File: src/rtl/ab_stimulus_driver_if.sv
// Command channel into ab_stimulus_driver: one queued (a, b, hold, check) request.
// The master offers commands and the slave (the driver) accepts them via cmd_ready.
interface ab_stimulus_driver_if #(
    parameter int unsigned CNT_W   = 4,
    parameter int unsigned STATE_W = 4
);
    logic               cmd_valid;
    logic               cmd_ready;
    logic               cmd_a;
    logic               cmd_b;
    logic [CNT_W-1:0]   cmd_len;
    logic               cmd_chk;
    logic [STATE_W-1:0] cmd_exp;

    modport master (
        output cmd_valid, cmd_a, cmd_b, cmd_len, cmd_chk, cmd_exp,
        input  cmd_ready
    );

    modport slave (
        input  cmd_valid, cmd_a, cmd_b, cmd_len, cmd_chk, cmd_exp,
        output cmd_ready
    );
endinterface

File: src/rtl/ab_stimulus_driver.sv
// Command-queued a/b stimulus driver with a post-hold state check.
// It records pass/fail status for on-chip self-test of a downstream state machine.
module ab_stimulus_driver #(
    parameter int unsigned DEPTH   = 4,
    parameter int unsigned CNT_W   = 4,
    parameter int unsigned STATE_W = 4
) (
    input  logic                clk,
    input  logic                rst,
    ab_stimulus_driver_if.slave cmd,
    input  logic                clr,
    output logic                a,
    output logic                b,
    input  logic [STATE_W-1:0]  state,
    output logic                busy,
    output logic                done,
    output logic                mismatch,
    output logic [7:0]          err_count,
    output logic [STATE_W-1:0]  last_state
);

    localparam int unsigned AW = (DEPTH > 1) ? $clog2(DEPTH) : 1;

    typedef struct packed {
        logic               a;
        logic               b;
        logic [CNT_W-1:0]   len;
        logic               chk;
        logic [STATE_W-1:0] exp;
    } cmd_t;

    typedef enum logic [1:0] {IDLE, DRIVE, CHECK} fsm_t;

    cmd_t               mem_q [DEPTH];
    logic [AW-1:0]      wr_ptr_q, rd_ptr_q;
    logic [AW:0]        count_q;
    logic               full, empty, push, pop;
    cmd_t               head, wr_data;

    fsm_t               fsm_q, fsm_d;
    logic [CNT_W-1:0]   rem_q, rem_d;
    logic               chk_q, chk_d;
    logic [STATE_W-1:0] exp_q, exp_d;
    logic               a_q, a_d, b_q, b_d;
    logic               done_q, done_d;
    logic               mismatch_q, mismatch_d;
    logic [7:0]         err_q, err_d;
    logic [STATE_W-1:0] last_q, last_d;

    assign full    = (count_q == (AW+1)'(DEPTH));
    assign empty   = (count_q == '0);
    assign push    = cmd.cmd_valid && !full;
    assign pop     = (fsm_q == IDLE) && !empty;
    assign head    = mem_q[rd_ptr_q];
    assign wr_data = '{a: cmd.cmd_a, b: cmd.cmd_b, len: cmd.cmd_len,
                       chk: cmd.cmd_chk, exp: cmd.cmd_exp};

    always_ff @(posedge clk) begin
        if (push) mem_q[wr_ptr_q] <= wr_data;
    end

    always_ff @(posedge clk or negedge rst) begin
        if (!rst) begin
            wr_ptr_q <= '0;
            rd_ptr_q <= '0;
            count_q  <= '0;
        end else begin
            if (push) wr_ptr_q <= wr_ptr_q + 1'b1;
            if (pop)  rd_ptr_q <= rd_ptr_q + 1'b1;
            case ({push, pop})
                2'b10:   count_q <= count_q + 1'b1;
                2'b01:   count_q <= count_q - 1'b1;
                default: count_q <= count_q;
            endcase
        end
    end

    always_ff @(posedge clk or negedge rst) begin
        if (!rst) begin
            fsm_q      <= IDLE;
            rem_q      <= '0;
            chk_q      <= 1'b0;
            exp_q      <= '0;
            a_q        <= 1'b0;
            b_q        <= 1'b0;
            done_q     <= 1'b0;
            mismatch_q <= 1'b0;
            err_q      <= '0;
            last_q     <= '0;
        end else begin
            fsm_q      <= fsm_d;
            rem_q      <= rem_d;
            chk_q      <= chk_d;
            exp_q      <= exp_d;
            a_q        <= a_d;
            b_q        <= b_d;
            done_q     <= done_d;
            mismatch_q <= mismatch_d;
            err_q      <= err_d;
            last_q     <= last_d;
        end
    end

    always_comb begin
        fsm_d      = fsm_q;
        rem_d      = rem_q;
        chk_d      = chk_q;
        exp_d      = exp_q;
        a_d        = a_q;
        b_d        = b_q;
        done_d     = 1'b0;
        mismatch_d = mismatch_q;
        err_d      = err_q;
        last_d     = last_q;

        case (fsm_q)
            IDLE: begin
                if (pop) begin
                    a_d   = head.a;
                    b_d   = head.b;
                    rem_d = (head.len == '0) ? CNT_W'(1) : head.len;
                    chk_d = head.chk;
                    exp_d = head.exp;
                    fsm_d = DRIVE;
                end
            end
            DRIVE: begin
                if (rem_q == CNT_W'(1)) fsm_d = chk_q ? CHECK : IDLE;
                else                    rem_d = rem_q - 1'b1;
            end
            CHECK: begin
                done_d = 1'b1;
                last_d = state;
                if (state != exp_q) begin
                    mismatch_d = 1'b1;
                    if (err_q != 8'hFF) err_d = err_q + 8'd1;
                end
                fsm_d = IDLE;
            end
            default: fsm_d = IDLE;
        endcase

        // clr overrides any status update from a check in the same cycle
        if (clr) begin
            mismatch_d = 1'b0;
            err_d      = '0;
            last_d     = '0;
        end
    end

    assign cmd.cmd_ready = !full;
    assign a             = a_q;
    assign b             = b_q;
    assign busy          = (fsm_q != IDLE) || !empty;
    assign done          = done_q;
    assign mismatch      = mismatch_q;
    assign err_count     = err_q;
    assign last_state    = last_q;

endmodule
File: src/flat_wrapper.sv
// flat-port wrapper written by rule: the top's interface ports become plain ports
module ab_stimulus_driver_flat 
#(
    parameter int unsigned DEPTH   = 4,
    parameter int unsigned CNT_W   = 4,
    parameter int unsigned STATE_W = 4
)
  (clk, rst, clr, a, b, state, busy, done, mismatch, err_count, last_state, cmd_cmd_valid, cmd_cmd_a, cmd_cmd_b, cmd_cmd_len, cmd_cmd_chk, cmd_cmd_exp, cmd_cmd_ready);
  ab_stimulus_driver_if #(.CNT_W(CNT_W), .STATE_W(STATE_W)) cmd_i ();
  input  logic clk;
  input  logic rst;
  input  logic clr;
  output logic a;
  output logic b;
  input  logic [STATE_W-1:0] state;
  output logic busy;
  output logic done;
  output logic mismatch;
  output logic [7:0] err_count;
  output logic [STATE_W-1:0] last_state;
  input wire logic [$bits(cmd_i.cmd_valid)-1:0] cmd_cmd_valid;
  input wire logic [$bits(cmd_i.cmd_a)-1:0] cmd_cmd_a;
  input wire logic [$bits(cmd_i.cmd_b)-1:0] cmd_cmd_b;
  input wire logic [$bits(cmd_i.cmd_len)-1:0] cmd_cmd_len;
  input wire logic [$bits(cmd_i.cmd_chk)-1:0] cmd_cmd_chk;
  input wire logic [$bits(cmd_i.cmd_exp)-1:0] cmd_cmd_exp;
  output wire logic [$bits(cmd_i.cmd_ready)-1:0] cmd_cmd_ready;
  assign cmd_i.cmd_valid = cmd_cmd_valid;
  assign cmd_i.cmd_a = cmd_cmd_a;
  assign cmd_i.cmd_b = cmd_cmd_b;
  assign cmd_i.cmd_len = cmd_cmd_len;
  assign cmd_i.cmd_chk = cmd_cmd_chk;
  assign cmd_i.cmd_exp = cmd_cmd_exp;
  assign cmd_cmd_ready = cmd_i.cmd_ready;
  ab_stimulus_driver #(.DEPTH(DEPTH), .CNT_W(CNT_W), .STATE_W(STATE_W)) u_core (.clk(clk), .rst(rst), .cmd(cmd_i), .clr(clr), .a(a), .b(b), .state(state), .busy(busy), .done(done), .mismatch(mismatch), .err_count(err_count), .last_state(last_state));
endmodule
File: config.mk
export PLATFORM = sky130hd
export DESIGN_NAME = ab_stimulus_driver_flat
export DESIGN_NICKNAME = d
export VERILOG_FILES = /design/src/rtl/ab_stimulus_driver_if.sv /design/src/rtl/ab_stimulus_driver.sv /design/src/flat_wrapper.sv
export SDC_FILE = /design/constraint.sdc
export NUM_CORES = 1
export LEC_CHECK = 0
export CORE_UTILIZATION = 40
export CTS_CLUSTER_SIZE = 20
export DETAILED_ROUTE_END_ITERATION = 12
export PLACE_DENSITY_LB_ADDON = 0.05
export SYNTH_ARGS = -nofsm -noshare
export SYNTH_HDL_FRONTEND = slang
export SYNTH_SLANG_ARGS = --single-unit
export TNS_END_PERCENT = 50
File: constraint.sdc
create_clock -name clk -period 2.25 [get_ports clk]
set_clock_uncertainty 0.05 [all_clocks]
set_input_delay 0.5625 -clock clk [delete_from_list [all_inputs] [get_ports clk]]
set_output_delay 0.5625 -clock clk [all_outputs]
set_load 0.02 [all_outputs]
; Word level (Yosys, flattened, before mapping)
; Memories as Yosys holds them, arrays and structs flattened.
; Cells that the tools add are included.
[word_totals]
register_bits = 34
latch_bits = 0
mem_bits_rw = 44
rom_bits = 0
input_bits = 19
out_inout_bits = 18
n_memories = 1
[op_classes]
add_sub_neg = 6
multipliers = 0
div_mod_pow = 0
magnitude_cmp = 0
eq_ne = 11
n_shift = 0
muxes = 21
bitwise_logic = 0
reduce_logical = 19
[memory_table]
columns = name, words, width, rd, rd_ports_with_merged_regs, wr, line
row1 = u_core.mem_q, 4, 11, 1, 0, 1, ab_stimulus_driver.sv:34  ; cmd_t mem_q [DEPTH];
[ops]
columns = cell, count
row1 = $mux W8, 4
row2 = $mux W4, 5
row3 = $reduce_bool A2 Y1, 6
row4 = $add A8 B1 Y8 const B, 1
row5 = $ne A8 B8 Y1 const B, 1
row6 = $pmux W4 S2, 1
row7 = $mux W1, 6
row8 = $mux W2, 3
row9 = $pmux W3 S2, 1
row10 = $reduce_and A2 Y1, 3
row11 = $reduce_and A3 Y1, 2
row12 = $add A2 B1 Y2 const B, 2
row13 = $eq A2 B1 Y1 const B, 2
row14 = $eq A2 B2 Y1 const B, 2
row15 = $eq A4 B1 Y1 const B, 1
row16 = $logic_not A4 Y1, 1
row17 = $ne A2 B1 Y1 const B, 2
row18 = $ne A4 B4 Y1, 1
row19 = $pmux W2 S2, 1
row20 = $sub A4 B1 Y4 const B, 1
row21 = $add A3 B1 Y3 const B, 1
row22 = $eq A3 B3 Y1 const B, 1
row23 = $logic_not A3 Y1, 1
row24 = $sub A3 B1 Y3 const B, 1
row25 = 5 further kinds, 7

; Logic depth before layout (Yosys ltp)
; Gate-level depths: netlist of the first run.
[depth]
depth_word = 5
mapped_depth = 10

; Worst setup path before layout of the first run
; No wires, ideal clock.
[synth_path]
kind = register to register
start = register u_core.count_q[0]
end = register u_core.count_q[2]
setup_time_ns = 0.079
arrival_time_ns = 2.028
setup_slack_ns = 0.093
path_stages_with_launch = 11
path_buffers = 0
period_less_slack_ns = 2.157
cell_sequence = dfrtp_1 -> inv_1 -> nand3_1 -> and2_1 -> inv_1 -> ha_1 -> inv_1 -> fa_1 -> xor2_1 -> nor2_1 -> xor2_1
[synth_between]
elab_chain_len = 5
elab_cells_between_ends = 12
[synth_rtl]
columns = item, line
row1 = "start, declared", ab_stimulus_driver.sv:36  ; logic [AW:0] count_q;
row2 = "start signal, assigned", ab_stimulus_driver.sv:71  ; 2'b10: count_q <= count_q + 1'b1;
row3 = "start signal, assigned", ab_stimulus_driver.sv:72  ; 2'b01: count_q <= count_q - 1'b1;
row4 = "start signal, assigned", ab_stimulus_driver.sv:73  ; default: count_q <= count_q;
row5 = $eq A3 B3 Y1 (*), ab_stimulus_driver.sv:50  ; assign full = (count_q == (AW+1)'(DEPTH));
row6 = $logic_not A1 Y1 (*), -
row7 = via cmd_cmd_ready, flat_wrapper.sv:27  ; output wire logic [$bits(cmd_i.cmd_ready)-1:0] cmd_cmd_ready;
row8 = $logic_and A1 B1 Y1 (*), ab_stimulus_driver.sv:52  ; assign push = cmd.cmd_valid && !full;
row9 = $eq A2 B1 Y1 / $eq A2 B2 Y1 (equally long branches), ab_stimulus_driver.sv:70  ; case ({push, pop})
row10 = $pmux W3 S2 / $reduce_bool A2 Y1 (equally long branches), -
; The timed path passes the listed nets; every way through them passes the cells marked *.
; A chain may end at the register's enable or synchronous reset.

; Final worst setup path of the first run
[layout_path]
start = register u_core.count_q[0]
end = output busy
[layout_between]
elab_chain_len = 3
[layout_rtl]
columns = item, line
row1 = $logic_not A3 Y1, ab_stimulus_driver.sv:51  ; assign empty = (count_q == '0);
row2 = $logic_not A1 Y1, ab_stimulus_driver.sv:154  ; assign busy = (fsm_q != IDLE) || !empty;
row3 = $logic_or A1 B1 Y1, ab_stimulus_driver.sv:154
row4 = "end, declared", flat_wrapper.sv:16  ; output logic busy;
; No other way between the ends.

==> impl_metrics.toml, run 1 <==
[clock_tree]
cts_buffers = 9
clock_sinks = 78
htreeDepth = 3
clockBufferDepth = 2
clock_latency_ns = 0.35
cts_tree = "yes"
hold_buffers = 0
cts_root_buf = "clkbuf_8"
path_clk_slew_ns = 0.09

[critical_path]
crit_fanout = 3
critical_path_class = "flop to primary output"
r2r_start = "u_core.count_q[0]"
setup.worst_path.start = "u_core.count_q[0]"
end_kind = "primary output"
worstPathRequired_ns = 1.64
r2r_cells = 10
arrival_ns = 1.45
cp-start-kind = "flop"

[power]
power_uw = 4720
power_density_nw_per_um2 = 1120
peakVddDrop_uv = 443
total_leakage_power_uw = 0.00163

[logic_synthesis]
synth.top_cell.area_share_pct = 39.5
yosys.area.top_type = "edfxtp_1"
synth-edff-count = 44
ys.flop_type = "edfxtp_1"
synth.area.mux_share_pct = 10.7
synth_compound_area_share_pct = 4.71
synthArstFlopShare_pct = 43.6
ys_ff_latch = 78
syn_area_per_cell_um2 = 14.6
synth_area_leaders = "edfxtp_1 (39%), dfrtp_1 (25%), mux4_2 (7.4%), ha_1 (3.0%), mux2_2 (2.4%)"
syn_nets = 258
synth-simple-area-share_pct = 10.1
yosysSeqAreaShare_pct = 64.9
synthAdderAreaFrac_pct = 3.59
synth_cell_types = 41
synth_top_family_by_area = "multiplexers"
ys_warn_count = 0
netlist_area_um2 = 3350
synthCells = 230
synth-xor-area-share_pct = 2.88

[global_routing]
grt_pass1_vias = 2094
grt_max_degree = 20
gr-usage-all-layers_pct = 16.4
overflow = 0
grt_pass1_wl_mm = 10.4
antenna_found_initial = 0

[timing]
finalHoldViolations = 0
tns_ns = 0
rsz0062_at_grt = "false"
worst_pin_slew_ns = 0.545
period_share_pct = 91.5
slew_violations = 0
finalCriticalPeriod_ns = 2.06
setup_viol_count_final = 0
fmax_ghz = 0.486
maxSlewHeadroom_pct = 63.7

[floorplan]
core-area_um2 = 7930
die_area_um2 = 8740
rows = 32
fp.dieW_um = 93.5
die_h_um = 93.5
start_util_pct = 42.2
ios = 37

[cells_and_area]
multiInputGateArea_um2 = 1080
fin_nets = 319
drive_gt1_share_pct = 21.6
most-common-layout-cells = "edfxtp_1 (44), dfrtp_1 (34), clkdlybuf4s50_1 (33), nand2_1 (16), buf_4 (16)"
fillers = 667
final_cell_area_um2 = 4230
antennaDiodeCount = 0
regArea_um2 = 2170
layout_commonest_cell = "edfxtp_1"
areaGrowthSynthToFinish_pct = 26.4

[routing]
firstDrtPassIters = 4
drt-total-wl_mm = 6.25
drt-initial-drc-count = 62
highest_layer = "met4"
vias = 2017
dr_wl_met2_mm = 3.06
wl_per_cell_um = 15.7
via_per_inst = 5.07
ant_nets = 0
drc = 0
route.met3.wl_um = 192
wl_met1_mm = 2.85

[placement]
place_area_um2 = 3990
gp_congestion = 0.777
dp_hpwl_mm = 4.32
portBuffers = 36

[flow_run]
maxCapViolCount = 0

[min_path]
hp-class = "input port to async pin"

[run_status]
status = "finished clean"
-- state kept, by name (all words and copies together), names as in the netlist --
| name | flops |
|---|---|
| u_core.done | 1 |
| u_core.last_state | 4 |
| u_core.count_q | 3 |
| u_core.rd_ptr_q | 2 |
| u_core.chk_q | 1 |
| u_core.a | 1 |
| u_core.exp_q | 4 |
| u_core.mismatch | 1 |
| u_core.fsm_q | 2 |
| u_core.err_count | 8 |
| u_core.rem_q | 4 |
| u_core.wr_ptr_q | 2 |
| u_core.b | 1 |
| u_core.mem_q | 44 |
-- per-layer routing --
metal	up-vias	GRT usage (%)
met3	12	3.58
met1	1000	20.6
met2	34	26.7
met5	-	0
met4	0	8.08
li1	971	-
-- synth_stat cells (2+ instances only) --
cell      count
edfxtp_1     44
dfrtp_1      34
nand2_1      16
inv_1        13
a21oi_1      11
mux4_2       11
o21ai_0      11
nor2_1        9
ha_1          8
mux2_2        7
and3_1        6
nor3_1        6
xor2_1        6
nand3_1       5
xnor2_1       5
or3_1         3
and2_1        2
buf_2         2
mux2_1        2
nand2b_1      2
nand3b_1      2
nand4_1       2
nor2b_1       2
o311ai_0      2
o31ai_1       2
or4_1         2
-- final cells by class --
| cell class | count | share of cell area (%) |
|---|---|---|
| clock buffer | 9 | 2.93 |
| clock inverter | 7 | 2.46 |
| inverter | 15 | 1.63 |
| multi-input combinational | 131 | 25.5 |
| sequential | 78 | 51.4 |
| tap | 102 | 3.02 |
| timing repair buffer | 56 | 13.1 |
-- what timing repair did --
action                     in CTS  in global routing
buffers inserted                0                  0
setup endpoints to repair       2                  1
gates resized for setup         3                  2
cloned                          0                  0
-- per-stage QoR --
stage	worst slack, ns	utilization (%)	instances	hold WS (ns)
after global routing	0.0393	53.3	398	0.103
final	0.192	53.3	398	0.0928
after detailed placement	-0.104	50.4	382	0.448
after floorplan	0.0931	-	230	0.217
after CTS	0.141	53.3	398	0.0911
after global placement	-0.0928	50.4	382	0.438
-- power breakdown --
| part | total [uW] | internal, uW | switching, uW |
|---|---|---|---|
| Combinational | 1450 | 757 | 693 |
| Clock | 1190 | 642 | 551 |
| Sequential | 2070 | 1870 | 201 |
-- logic make-up after synthesis --
logic type                 Yosys count
and+or+nand+nor                     62
AOI/OAI and AO/OA                   28
buffers and inverters               21
xor gates and xnor gates            11
muxes                               21
DFF                                 78
adders and majority gates            9
-- worst paths after layout --
kind / endpoint / slack (ns)
setup / recovery: busy / 0.19
max in group asynchronous: u_core.last_state[0] / 1.59
hold reg to reg: u_core.chk_q / 0.46
hold / removal: u_core.b / 0.09
setup reg to reg: u_core.count_q[2] / 0.23
min in group clk: u_core.chk_q / 0.46
-- worst max-delay path, cell delays in order (launching register included) --
cell           delay, ns
dfrtp_1             0.44
nor3_2              0.24
nand2_1             0.09
dlygate4sd2_1       0.32
(Power assumes the default switching activity.)
==> run 2: changes to the inputs <==
- SKIP_CTS_REPAIR_TIMING: unset -> 1
- SLEW_MARGIN: unset -> 15
==> run 2 against run 1 <==
Worst hold slack about the same; wire length is essentially flat; critical path depth is 2 lower; count of clock-buffer cells in the layout stayed put; global-route usage barely moved; sequential share of layout area decreased by 0.091 points; sequential power about the same; fmax up 0.82%; die area is the same; cell area grew 0.18%; critical path type unchanged; critical endpoint is now err_count[2].
==> impl_metrics.toml, run 2 (synthesis gave the netlist of run 1 again) <==
[timing]
fmax_ghz = 0.490
slew_violations = 0
finalHoldViolations = 0
worst_pin_slew_ns = 0.545
finalCriticalPeriod_ns = 2.04
fin_ws_ns = 0.209
setup_viol_count_final = 0
period_share_pct = 90.7
maxSlewHeadroom_pct = 63.7
rsz0062_at_grt = "false"

[power]
peakVddDrop_uv = 443
total_leakage_power_uw = 0.00163
power_uw = 4720
power_density_nw_per_um2 = 1110

[placement]
dp_hpwl_mm = 4.32
portBuffers = 36
place_area_um2 = 3990
gp_congestion = 0.777
dp_slack_ns = -0.104
post-place-cells = 382

[cells_and_area]
most-common-layout-cells = "edfxtp_1 (44), dfrtp_1 (34), clkdlybuf4s50_1 (33), nand2_1 (16), buf_4 (16)"
final_cell_area_um2 = 4240
drive_gt1_share_pct = 21.6
layout_commonest_cell = "edfxtp_1"
largest_reg_flops = 44
fin_nets = 319
instances_no_fill = 398
utilization_pct = 53.4
top_register = "u_core.mem_q"
areaGrowthSynthToFinish_pct = 26.6
antennaDiodeCount = 0

[floorplan]
fp.dieW_um = 93.5
die_h_um = 93.5
core-area_um2 = 7930
ios = 37
rows = 32
die_area_um2 = 8740
start_util_pct = 42.2

[clock_tree]
clock_sinks = 78
cts_buffers = 9
path_clk_slew_ns = 0.09
clockBufferDepth = 2
clock_latency_ns = 0.35
htreeDepth = 3
cts_root_buf = "clkbuf_8"
cts_tree = "yes"

[routing]
drt-initial-drc-count = 63
firstDrtPassIters = 4
drc = 0
ant_nets = 0
drt-total-wl_mm = 6.25
vias = 2017
via_per_inst = 5.07
wl_per_cell_um = 15.7

[min_path]
hp-class = "input port to async pin"

[critical_path]
end_kind = "primary output"
worstPathRequired_ns = 1.64
critPathBufInv = 1
critical_path_class = "flop to primary output"
cpPeakStageDelay_ns = 0.63
crit_fanout = 6
worstPathCellList = "clkdlybuf4s50_1"
cp-start-kind = "flop"
arrival_ns = 1.43
slowest_stage = "clkdlybuf4s50_1"
critPathTopFamily = "buffers and inverters"

[global_routing]
grt_max_degree = 20
grt_pass1_vias = 2094
grt_pass1_wl_mm = 10.4
antenna_found_initial = 0
gr-usage-all-layers_pct = 16.4
overflow = 0

[run_status]
status = "finished clean"

[flow_run]
maxCapViolCount = 0
==> run 2: changes by cell type in the layout (fill, tap and decap cells not counted) <==
cell	before	now
dlygate4sd2_1	2	0
dlymetal6s2s_1	0	2
==> run 2: through the flow <==
stage                     setup TNS (ns)  hold WS (ns)
after global placement            -0.444         0.438
after CTS                         -0.216        0.0911
final                                  0        0.0928
after global routing                   0         0.103
after detailed placement          -0.543         0.448
after floorplan                        0         0.217
==> run 2: worst paths after layout <==
kind / from / to / slack [ns] / depth (start not counted)
max: u_core.err_count[2] / err_count[2] / 0.21 / 1
max in group asynchronous: rst / u_core.last_state[0] / 1.59 / 2
min: rst / u_core.b / 0.09 / 1
min reg2reg: u_core.chk_q / u_core.chk_q / 0.46 / 1
max reg2reg: u_core.count_q[0] / u_core.count_q[2] / 0.23 / 10
min in group clk: u_core.chk_q / u_core.chk_q / 0.46 / 1
==> run 2: metal layers <==
| metal | up-vias | global-route usage [%] | wire length [um] |
|---|---|---|---|
| met5 | - | 0 | 0 |
| met4 | 0 | 8.08 | 142 |
| met3 | 12 | 3.58 | 191 |
| met2 | 34 | 26.6 | 3060 |
| met1 | 1000 | 20.8 | 2860 |
| li1 | 971 | - | - |
==> run 2: cell type report <==
class                           instances  area, um2
Fill cell                             665       3690
Clock inverter                          7        104
Tap cell                              102        128
Inverter                               15       68.8
Clock buffer                            9        124
Multi-Input combinational cell        131       1080
Timing Repair Buffer                   56        561
Sequential cell                        78       2170
==> run 2: power breakdown <==
| group | internal, uW | leakage (uW) | total, uW | switching, uW |
|---|---|---|---|---|
| Clock | 642 | 0.000115 | 1190 | 551 |
| Combinational | 762 | 0.000686 | 1450 | 693 |
| Sequential | 1870 | 0.000833 | 2070 | 201 |
